==> src/rtl/axi_burst_write_arbiter.sv <==
// axi_burst_write_arbiter: round-robin arbiter sharing one AXI4 write port between two
// requesters, each issuing one fixed-length INCR burst per request.
module axi_burst_write_arbiter #(
    parameter int C_AXI_ADDR_WIDTH = 32,
    parameter int C_AXI_DATA_WIDTH = 32,
    parameter int C_BURST_LEN      = 8
) (
    input  logic                          ACLK,
    input  logic                          ARESETN,
    input  logic [1:0]                    req,
    input  logic [C_AXI_ADDR_WIDTH-1:0]   req_addr0,
    input  logic [C_AXI_ADDR_WIDTH-1:0]   req_addr1,
    output logic [1:0]                    gnt,
    output logic [1:0]                    done,
    output logic                          err,
    input  logic [C_AXI_DATA_WIDTH-1:0]   s_data0,
    input  logic [C_AXI_DATA_WIDTH-1:0]   s_data1,
    input  logic [1:0]                    s_valid,
    output logic [1:0]                    s_ready,
    output logic [C_AXI_ADDR_WIDTH-1:0]   m_axi_awaddr,
    output logic [7:0]                    m_axi_awlen,
    output logic [2:0]                    m_axi_awsize,
    output logic [1:0]                    m_axi_awburst,
    output logic                          m_axi_awvalid,
    input  logic                          m_axi_awready,
    output logic [C_AXI_DATA_WIDTH-1:0]   m_axi_wdata,
    output logic [C_AXI_DATA_WIDTH/8-1:0] m_axi_wstrb,
    output logic                          m_axi_wlast,
    output logic                          m_axi_wvalid,
    input  logic                          m_axi_wready,
    input  logic [1:0]                    m_axi_bresp,
    input  logic                          m_axi_bvalid,
    output logic                          m_axi_bready
);
    localparam int CW = $clog2(C_BURST_LEN);
    localparam int AB = $clog2(C_BURST_LEN * C_AXI_DATA_WIDTH / 8);
    // Aligning to the burst size keeps every burst inside one 4 KB page
    localparam logic [C_AXI_ADDR_WIDTH-1:0] AMASK = {C_AXI_ADDR_WIDTH{1'b1}} << AB;
    localparam logic [CW-1:0] LAST = CW'(C_BURST_LEN - 1);

    typedef enum logic [1:0] {IDLE, ADDR, DATA, RESP} state_t;

    state_t        state;
    logic          sel;
    logic          last_grant;
    logic          win;
    logic          in_data;
    logic [CW-1:0] count;

    assign win           = (req[0] & req[1]) ? ~last_grant : req[1];
    assign in_data       = state == DATA;
    assign m_axi_awlen   = 8'(C_BURST_LEN - 1);
    assign m_axi_awsize  = 3'($clog2(C_AXI_DATA_WIDTH / 8));
    assign m_axi_awburst = 2'b01;
    assign m_axi_wstrb   = '1;
    assign m_axi_wvalid  = in_data & s_valid[sel];
    assign s_ready       = {2{in_data & m_axi_wready}} & (sel ? 2'b10 : 2'b01);
    assign m_axi_wdata   = in_data ? (sel ? s_data1 : s_data0) : '0;
    assign m_axi_wlast   = in_data & (count == LAST);

    always_ff @(posedge ACLK or negedge ARESETN) begin
        if (!ARESETN) begin
            state         <= IDLE;
            gnt           <= '0;
            done          <= '0;
            err           <= 1'b0;
            m_axi_awvalid <= 1'b0;
            m_axi_awaddr  <= '0;
            m_axi_bready  <= 1'b0;
            count         <= '0;
            sel           <= 1'b0;
            last_grant    <= 1'b1;
        end else begin
            done <= '0;
            err  <= 1'b0;
            case (state)
                IDLE: if (|req) begin
                    sel           <= win;
                    gnt           <= win ? 2'b10 : 2'b01;
                    m_axi_awaddr  <= (win ? req_addr1 : req_addr0) & AMASK;
                    m_axi_awvalid <= 1'b1;
                    state         <= ADDR;
                end
                ADDR: if (m_axi_awready) begin
                    m_axi_awvalid <= 1'b0;
                    state         <= DATA;
                end
                DATA: if (m_axi_wvalid && m_axi_wready) begin
                    count <= m_axi_wlast ? '0 : count + 1'b1;
                    if (m_axi_wlast) begin
                        m_axi_bready <= 1'b1;
                        state        <= RESP;
                    end
                end
                RESP: if (m_axi_bvalid) begin
                    m_axi_bready <= 1'b0;
                    done         <= gnt;
                    err          <= |m_axi_bresp;
                    last_grant   <= sel;
                    gnt          <= '0;
                    state        <= IDLE;
                end
                default: state <= IDLE;
            endcase
        end
    end
endmodule

==> config.mk <==
export PLATFORM = sky130hd
export DESIGN_NAME = axi_burst_write_arbiter
export DESIGN_NICKNAME = d
export VERILOG_FILES = /design/src/rtl/axi_burst_write_arbiter.sv
export SDC_FILE = /design/constraint.sdc
export NUM_CORES = 1
export LEC_CHECK = 0
export ABC_AREA = 1
export CORE_MARGIN = 4
export CORE_UTILIZATION = 31
export CTS_CLUSTER_SIZE = 24
export DETAILED_ROUTE_END_ITERATION = 6
export PLACE_DENSITY = 0.9
export SLEW_MARGIN = 20
export SYNTH_ARGS = -nofsm -noshare
export SYNTH_HDL_FRONTEND = slang
export SYNTH_SLANG_ARGS = --single-unit
==> constraint.sdc <==
create_clock -name ACLK -period 1.84 [get_ports ACLK]
set_clock_uncertainty 0.05 [all_clocks]
set_input_delay 0.368 -clock ACLK [delete_from_list [all_inputs] [get_ports ACLK]]
set_output_delay 0.368 -clock ACLK [all_outputs]
set_load 0.02 [all_outputs]
==> impl_metrics.json <==
{
  "status": "finished with violations",
  "violations": "setup timing",
  "cp.arrival_ns": 1.52,
  "fillers": 708,
  "synth_edf_count": 0,
  "port_buffers": 198,
  "io_pins": 231,
  "utilization_pct": 61.10,
  "final-instance-count-excl-fill": 691,
  "dieArea_um2": 10170,
  "synthArstFlopShare_pct": 100.0,
  "dpl.hpwl_um": 8245,
  "clock_latency_ns": 0.29,
  "synth.most_common_cell": "nor2_1",
  "netlist_area_um2": 2671,
  "numCtsBuffers": 5,
  "drv_slew": 0,
  "ys_seq_area_share_pct": 38.45,
  "cts_sinks": 41,
  "core_area_um2": 8299,
  "synth_common_cells": "nor2_1, o21ai_0, nand2_1, dfrtp_1, o21ai_1",
  "dp_cells": 673,
  "finalSetupViolCount": 26,
  "p_leak_nw": 2.264,
  "hold_violations": 0,
  "cts_root_buf": "clkbuf_8",
  "synth_area_leader_cell": "dfrtp_1",
  "vias": 3312,
  "grt_pass1_wl_um": 16530,
  "antenna_found_initial": 0,
  "grt_max_degree": 30,
  "rows": 33,
  "p_total_w": 0.007510,
  "initial_utilization_pct": 32.19,
  "wirelength_um": 10750,
  "synth_flop_cell": "dfrtp_1",
  "fin_crit_sh_pct": 105.6,
  "wl_met2_um": 5537,
  "area_growth_pct": 89.84,
  "via_per_inst": 4.793,
  "setup_slack_ns": -0.1025,
  "synth_seq_cells": 41,
  "cts_tree": "built",
  "fin_crit_ns": 1.942,
  "crit_path_end_kind": "primary output",
  "routedWlPerCell_um": 15.56,
  "first_iter_violations": 106,
  "grt_pass1_vias": 3385,
  "die_w_um": 100.8,
  "gp_congestion": 0.8787,
  "ys_warn_count": 0,
  "ir_drop_mv": 0.8384,
  "crit_type": "register to primary output",
  "drive_gt1_share_pct": 22.01,
  "synth_top_area_share_pct": 37.47,
  "start_kind": "register",
  "dp_slack_ns": -0.3625,
  "htree_num_levels": 2,
  "rsz0062_at_grt": "true",
  "routed-wl-met3_um": 1231,
  "grtUsageTotal_pct": 20.69,
  "ys_types": 26,
  "synth_area_leaders": "dfrtp_1, nor2_1, o21ai_0",
  "cts_max_path_buffers": 2,
  "nets": 730,
  "setup-tns-final_ns": -1.303,
  "drc_errors": 0,
  "die_y_um": 100.8,
  "fmax_mhz": 514.8,
  "avgSynthCellArea_um2": 7.239,
  "top_layer": "met4",
  "worst_ep_required_time_ns": 1.42,
  "overflow": 0,
  "ant_nets": 0,
  "n_antenna_cell": 0,
  "synth_cells": 369,
  "maxCapViolCount": 0,
  "power.density_nw_per_um2": 1481,
  "hold_path.class": "register to register",
  "clk_pin_slew_ns": 0.08,
  "crit_fanout": 8,
  "dr.pass1.iters": 4,
  "drt-met1-wl_um": 3718
}
[repair_timing]
action                                 CTS  global route
gates cloned                             3             0
buffers inserted                         6             4
hold buffers                             1             0
gates resized for setup                226            22
pin swaps                               23            20
endpoints found under the hold margin   15             0
setup endpoints to repair               36            65
[path summary, 6_finish.rpt]
path / startpoint / to / slack, ns / cells past startpoint
setup reg to reg: state[0]$_DFFE_PN0P_ / state[1]$_DFFE_PN0P_ / 0.14 / 9
min in group asynchronous: ARESETN / done[0]$_DFF_PN0_ / 0.49 / 2
hold / removal: m_axi_awaddr[7]$_DFFE_PN0P_ / m_axi_awaddr[7]$_DFFE_PN0P_ / 0.44 / 2
setup / recovery: state[0]$_DFFE_PN0P_ / m_axi_wdata[19] / -0.10 / 7
max in group asynchronous: ARESETN / m_axi_awaddr[31]$_DFFE_PN0P_ / 0.59 / 3
hold reg to reg: m_axi_awaddr[7]$_DFFE_PN0P_ / m_axi_awaddr[7]$_DFFE_PN0P_ / 0.44 / 2
[worst max-delay path, stage by stage (launching register included)]
cell and delay [ns]:
dfrtp_1 0.39, inv_2 0.09, ha_4 0.16, buf_6 0.13, buf_16 0.12, o21ai_1 0.06
nor2_1 0.12, buf_4 0.16
[registers in the layout, indices dropped and copies added (netlist names), 2 cells and up]
name          count
count             3
m_axi_awaddr     27
gnt               2
state             2
done              2
[where the power goes]
group          total [W]  internal [W]  switching (W)
logic            0.00526       0.00240        0.00286
registers        0.00161       0.00134       0.000269
clock network   0.000639      0.000339       0.000300
[metal layers]
metal  global-route usage, %  vias to the layer above
met5                       0                        -
met3                   6.713                       21
li1                        -                     1579
met1                   21.07                     1515
met2                   38.53                      197
met4                   8.394                        0
[area by class of cell]
type	count	area [um^2]	area share, %
well taps	105	131.4	2.591
inverters	17	68.82	1.357
clock inverters	1	5.005	0.09869
repair buffers	231	2268	44.73
flip-flops and latches	41	1028	20.28
clock buffers	7	96.34	1.900
multi-input cells	289	1473	29.04
[cell families (layout without fill, tap and decap cells)]
group,Yosys count,count (layout),share of synthesized area [%]
compound gates,100,100,20.94
other cells,2,22,0.2811
fa+ha+maj,6,6,2.810
flops,41,41,38.45
buf+inv,59,256,13.58
simple gates,161,161,23.93
[cells in the final DEF (no fill, tap or decap), types with 2 or more instances in the layout]
cell	instances
inv_4	2
ha_4	2
nor2_2	4
buf_4	51
nor3_4	2
inv_2	8
conb_1	22
buf_6	11
nand2_1	47
dfrtp_1	39
inv_1	7
clkbuf_8	7
o21ai_1	43
o21ai_2	23
buf_12	4
buf_16	2
clkdlybuf4s50_1	161
nand3_1	7
nand2_2	4
ha_1	4
o21ai_0	29
nor2_1	95
a21oi_4	2
[metrics by stage]
stage          hold WS (ns)  cell area, um^2
6_report             0.4431             5071
2_1_floorplan       0.02241             2746
3_3_place_gp         0.2620             4786
3_5_place_dp         0.2833             4786
5_1_grt              0.4700             5071
4_1_cts              0.4495             5029
Power figures use the tool's default switching activity.
